==> src/rtl/pc_next_sequencer.sv <==
// Fetch-stage next-PC sequencer: picks one of NUM_SRC candidates, registers it,
// and layers boot/halt/resume control, stall, misalignment trapping and redirect counting.
module pc_next_sequencer #(
  parameter int unsigned     N          = 32,
  parameter int unsigned     NUM_SRC    = 4,
  parameter logic [N-1:0]    RESET_PC   = 32'h0000_0000,
  parameter logic [N-1:0]    TRAP_PC    = 32'h0000_0100,
  parameter int unsigned     ALIGN_BITS = 2,
  parameter int unsigned     CNT_W      = 16
) (
  input  logic                       clk,
  input  logic                       rst_n,
  input  logic [NUM_SRC*N-1:0]       src_addr,
  input  logic [$clog2(NUM_SRC)-1:0] src_sel,
  input  logic                       stall,
  input  logic                       halt_req,
  input  logic                       resume,
  output logic [N-1:0]               pc,
  output logic                       pc_valid,
  output logic                       halted,
  output logic                       misalign_trap,
  output logic [CNT_W-1:0]           redirect_cnt
);

  localparam int unsigned SEL_W = $clog2(NUM_SRC);
  localparam logic [N-1:0] ALIGN_MASK = N'((64'd1 << ALIGN_BITS) - 64'd1);

  typedef enum logic [1:0] {
    BOOT   = 2'd0,
    RUN    = 2'd1,
    HALTED = 2'd2
  } state_e;

  state_e             state_q, state_d;
  logic [N-1:0]       pc_q, pc_d;
  logic               trap_q, trap_d;
  logic [CNT_W-1:0]   cnt_q, cnt_d;

  logic [N-1:0]       cand;
  logic               cand_nonseq;
  logic               cand_misaligned;

  // Out-of-range selects fall back to the sequential source 0.
  always_comb begin
    cand        = src_addr[N-1:0];
    cand_nonseq = 1'b0;
    for (int k = 1; k < int'(NUM_SRC); k++) begin
      if (src_sel == SEL_W'(k)) begin
        cand        = src_addr[k*N +: N];
        cand_nonseq = 1'b1;
      end
    end
    cand_misaligned = |(cand & ALIGN_MASK);
  end

  always_comb begin
    state_d = state_q;
    pc_d    = pc_q;
    trap_d  = 1'b0;
    cnt_d   = cnt_q;
    case (state_q)
      BOOT: begin
        state_d = RUN;
      end
      RUN: begin
        if (halt_req) begin
          state_d = HALTED;
        end else if (stall) begin
          pc_d = pc_q;
        end else if (cand_misaligned) begin
          pc_d   = TRAP_PC;
          trap_d = 1'b1;
        end else begin
          pc_d = cand;
          if (cand_nonseq && (cnt_q != {CNT_W{1'b1}})) begin
            cnt_d = cnt_q + CNT_W'(1);
          end
        end
      end
      HALTED: begin
        if (resume && !halt_req) begin
          state_d = RUN;
        end
      end
      default: begin
        state_d = BOOT;
      end
    endcase
  end

  always_ff @(posedge clk or negedge rst_n) begin
    if (!rst_n) begin
      state_q <= BOOT;
      pc_q    <= RESET_PC;
      trap_q  <= 1'b0;
      cnt_q   <= '0;
    end else begin
      state_q <= state_d;
      pc_q    <= pc_d;
      trap_q  <= trap_d;
      cnt_q   <= cnt_d;
    end
  end

  assign pc            = pc_q;
  assign pc_valid      = (state_q == RUN) || (state_q == HALTED);
  assign halted        = (state_q == HALTED);
  assign misalign_trap = trap_q;
  assign redirect_cnt  = cnt_q;

endmodule

==> config.mk <==
export PLATFORM = sky130hd
export DESIGN_NAME = pc_next_sequencer
export DESIGN_NICKNAME = d
export VERILOG_FILES = /design/src/rtl/pc_next_sequencer.sv
export SDC_FILE = /design/constraint.sdc
export NUM_CORES = 1
export LEC_CHECK = 0
export ABC_AREA = 1
export CAP_MARGIN = 20
export CORE_UTILIZATION = 35
export DETAILED_ROUTE_END_ITERATION = 8
export GPL_TIMING_DRIVEN = 0
export PLACE_DENSITY = 0.83
export SETUP_SLACK_MARGIN = 0.15
export SYNTH_ARGS = -nofsm -noshare
export SYNTH_HDL_FRONTEND = slang
export SYNTH_SLANG_ARGS = --single-unit
==> constraint.sdc <==
create_clock -name clk -period 5.3 [get_ports clk]
set_input_delay 0.795 -clock clk [delete_from_list [all_inputs] [get_ports clk]]
set_output_delay 0.795 -clock clk [all_outputs]
set_load 0.01 [all_outputs]
==> metrics.md <==
| Metric | Value |
|---|---|
| Final Critical Period | `2.48 ns` |
| Synth Register Bits | `51` |
| Setup_tns | `0 ns` |
| Worst skew pair latency | `0.31 ns` |
| Wire per inst | `14.2 um` |
| Vias | `4122` |
| ANT nets after route | `0` |
| Slew Limit Fails | `0` |
| Crit Reg-Reg Startpoint | `redirect_cnt[0]$_DFFE_PN0P_` |
| Leading area contributor after synthesis | `dfrtp_1` |
| Delay of the slowest critical-path stage | `0.61 ns` |
| Total wire length | `11900 um` |
| Post-Syn Area per Cell | `6.61 um^2` |
| DRT iter0 DRCs | `126` |
| PortBufs | `185` |
| Post-route total power | `1.55 mW` |
| Clk_skew | `0.0116 ns` |
| Layout cell share with drive strength beyond 1 | `0.0437` |
| Max Cap Viol | `0` |
| Synth area leaders | `dfrtp_1 37%, nand2_1 21%, nor2_1 6.7%` |
| First-pass GRT wire length | `19200 um` |
| Crit path cell chain | `clkdlybuf4s50_1 > clkbuf_1 > clkbuf_1 > o21ai_0 > a21oi_1 > nand2_1 > nand2_1` |
| Flop-to-flop setup slack | `3.35 ns` |
| Die area | `0.0102 mm^2` |
| Clock buffer depth | `2` |
| Row count | `35` |
| Pleak | `2.57 nW` |
| GP Congestion | `0.926` |
| Vias per std cell | `4.91` |
| R2R Path End | `redirect_cnt[1]$_DFFE_PN0P_` |
| CP Depth | `7` |
| RSZ-0062 raised after global routing | `false` |
| Outcome | `finished clean` |
| Critical path endpoint category | `register` |
| Clock slew at reported path FFs | `0.09 ns` |
| Initial core utilization | `0.366` |
| CP top delay family | `buffers and inverters` |
| Final #Nets | `850` |
| Die Y-Extent | `101 um` |
| Commonest cells after routing, fill and taps aside | `191 x nand2_1, 184 x clkdlybuf4s50_1, 61 x nor2_1` |
| IO Pins | `186` |
| Final-report hold violation count | `0` |
| Power per cell area | `279 mW/mm^2` |
| # diodes | `0` |
| Largest net degree at the start of global routing | `29` |
| Min-delay worst type | `input port to async pin` |
| Max FO, Critical Path | `10` |
| Buf+Inv Stages, Crit Path | `3` |
| Slew @ Worst Pin | `0.570 ns` |
| Overall Global Routing Usage | `0.243` |
| Period utilisation layout | `0.468` |
| Type of the worst setup path | `input port to register` |
| Synthesis warning total | `0` |
| Post-DP HPWL | `9540 um` |
| Syn Nets | `657` |
| Share of the synthesized area in the top cell type | `0.373` |
| Area of the core | `0.00933 mm^2` |
| Unique cell type count in the Yosys netlist | `25` |
| Area growth from synthesis to layout | `62.5%` |
| TritonCTS Buffers | `5` |
| Max Clk Rate | `403 MHz` |
| Worst IR drop on VDD | `0.143 mV` |
| Initial antenna violation count | `0` |
| Setup crit start | `src_sel[1]` |
| Die X | `101 um` |
| Sequential area share after synthesis | `0.373` |
| CTS root buffer | `clkbuf_8` |
| Required time of the critical path | `5.55 ns` |
| # DRC | `0` |
| Worst Path Arrival | `2.73 ns` |
| Final Setup Violations | `0` |
| Max H-tree Level | `2` |
| Max-slew headroom | `0.620` |
| Min Hold Slack | `0.477 ns` |
| Vias in the first global route | `4107` |
| Crit-path slowest cell | `clkdlybuf4s50_1` |
| Post-CTS Hold Fix Bufs | `0` |
| CP startpoint kind | `input port` |
| Post-CTS Setup Inserts | `0` |
| # clock sinks | `51` |
| Post-CTS Resized | `0` |
| Mapped Cells | `517` |
| Area of the mapped netlist | `0.00342 mm^2` |
| GRT overflow | `0` |
| CTS tree | `built` |
| Most common cell after layout, fill and taps aside | `nand2_1` |
| Worst-case reg-to-reg path depth | `10` |
| First-pass detailed-route iteration total | `4` |
[report_power, final]
part / total [mW] / switching [mW] / internal, mW
Clock: 0.270 / 0.132 / 0.138
Combinational: 0.697 / 0.312 / 0.386
Sequential: 0.584 / 0.0793 / 0.505
[metrics by stage]
stage                     cells  area (um^2)  utilization  setup WS (ns)
after CTS                   839         5550        0.595           2.86
after detailed placement    832         5450        0.584           2.55
after floorplan             517         3420            -           3.54
after global placement      831         5430        0.582           1.97
final                       839         5550        0.595           2.82
after global routing        839         5550        0.595           2.70
[registers in the layout, indices dropped and copies added, names as in the netlist]
register and cells:
misalign_trap 1, pc 32, state_q 2, redirect_cnt 16
[final cells by class]
| class | instances | area [um^2] |
|---|---|---|
| Buffer | 28 | 135 |
| Clock inverter | 2 | 37.5 |
| Tap cell | 129 | 161 |
| Clock buffer | 5 | 68.8 |
| Timing Repair Buffer | 186 | 1870 |
| Inverter | 44 | 165 |
| Multi-Input combinational cell | 394 | 1840 |
| Fill cell | 889 | 3780 |
| Sequential cell | 51 | 1280 |
[kinds of logic (layout without fill, tap and decap cells)]
group,Yosys count,count (layout),share of synthesized area
xor+xnor,8,8,0.0205
compound gates,95,95,0.162
flops,51,51,0.373
fa+ha+maj,5,5,0.0183
buf+inv,72,265,0.0879
simple gates,286,286,0.338
[Yosys cell counts]
cell      instances
nor2_4            1
dfrtp_1          51
buf_6             2
nand2_1         191
a22oi_1           2
inv_1            38
a21oi_1          31
nand3_1          16
o21ai_0          33
nand2_2           2
xnor2_1           5
nand4_1           9
nor2_1           61
nand3b_1          3
nor3_2            1
nor2_2            1
buf_2             6
inv_2             6
buf_4             2
nand3_2           1
ha_1              5
buf_1             1
xor2_1            3
clkbuf_1         17
o211ai_1         29
[metal layers]
layer | vias up | track usage | routed length [um]
li1 | 2047 | - | -
met1 | 1859 | 0.271 | 4620
met2 | 185 | 0.446 | 6060
met3 | 31 | 0.0548 | 818
met4 | 0 | 0.0992 | 378
met5 | - | 0 | 0
[how the worst max path moves through the flow]
stage	end	slack (ns)
6_report	pc[29]$_DFFE_PN0P_	2.82
3_3_place_gp	state_q[1]$_DFFE_PN0P_	1.97
4_1_cts	pc[29]$_DFFE_PN0P_	2.86
2_1_floorplan	redirect_cnt[14]$_DFFE_PN0P_	3.54
5_1_grt	pc[30]$_DFFE_PN0P_	2.70
3_5_place_dp	pc[29]$_DFFE_PN0P_	2.55
(Power assumes the default switching activity.)
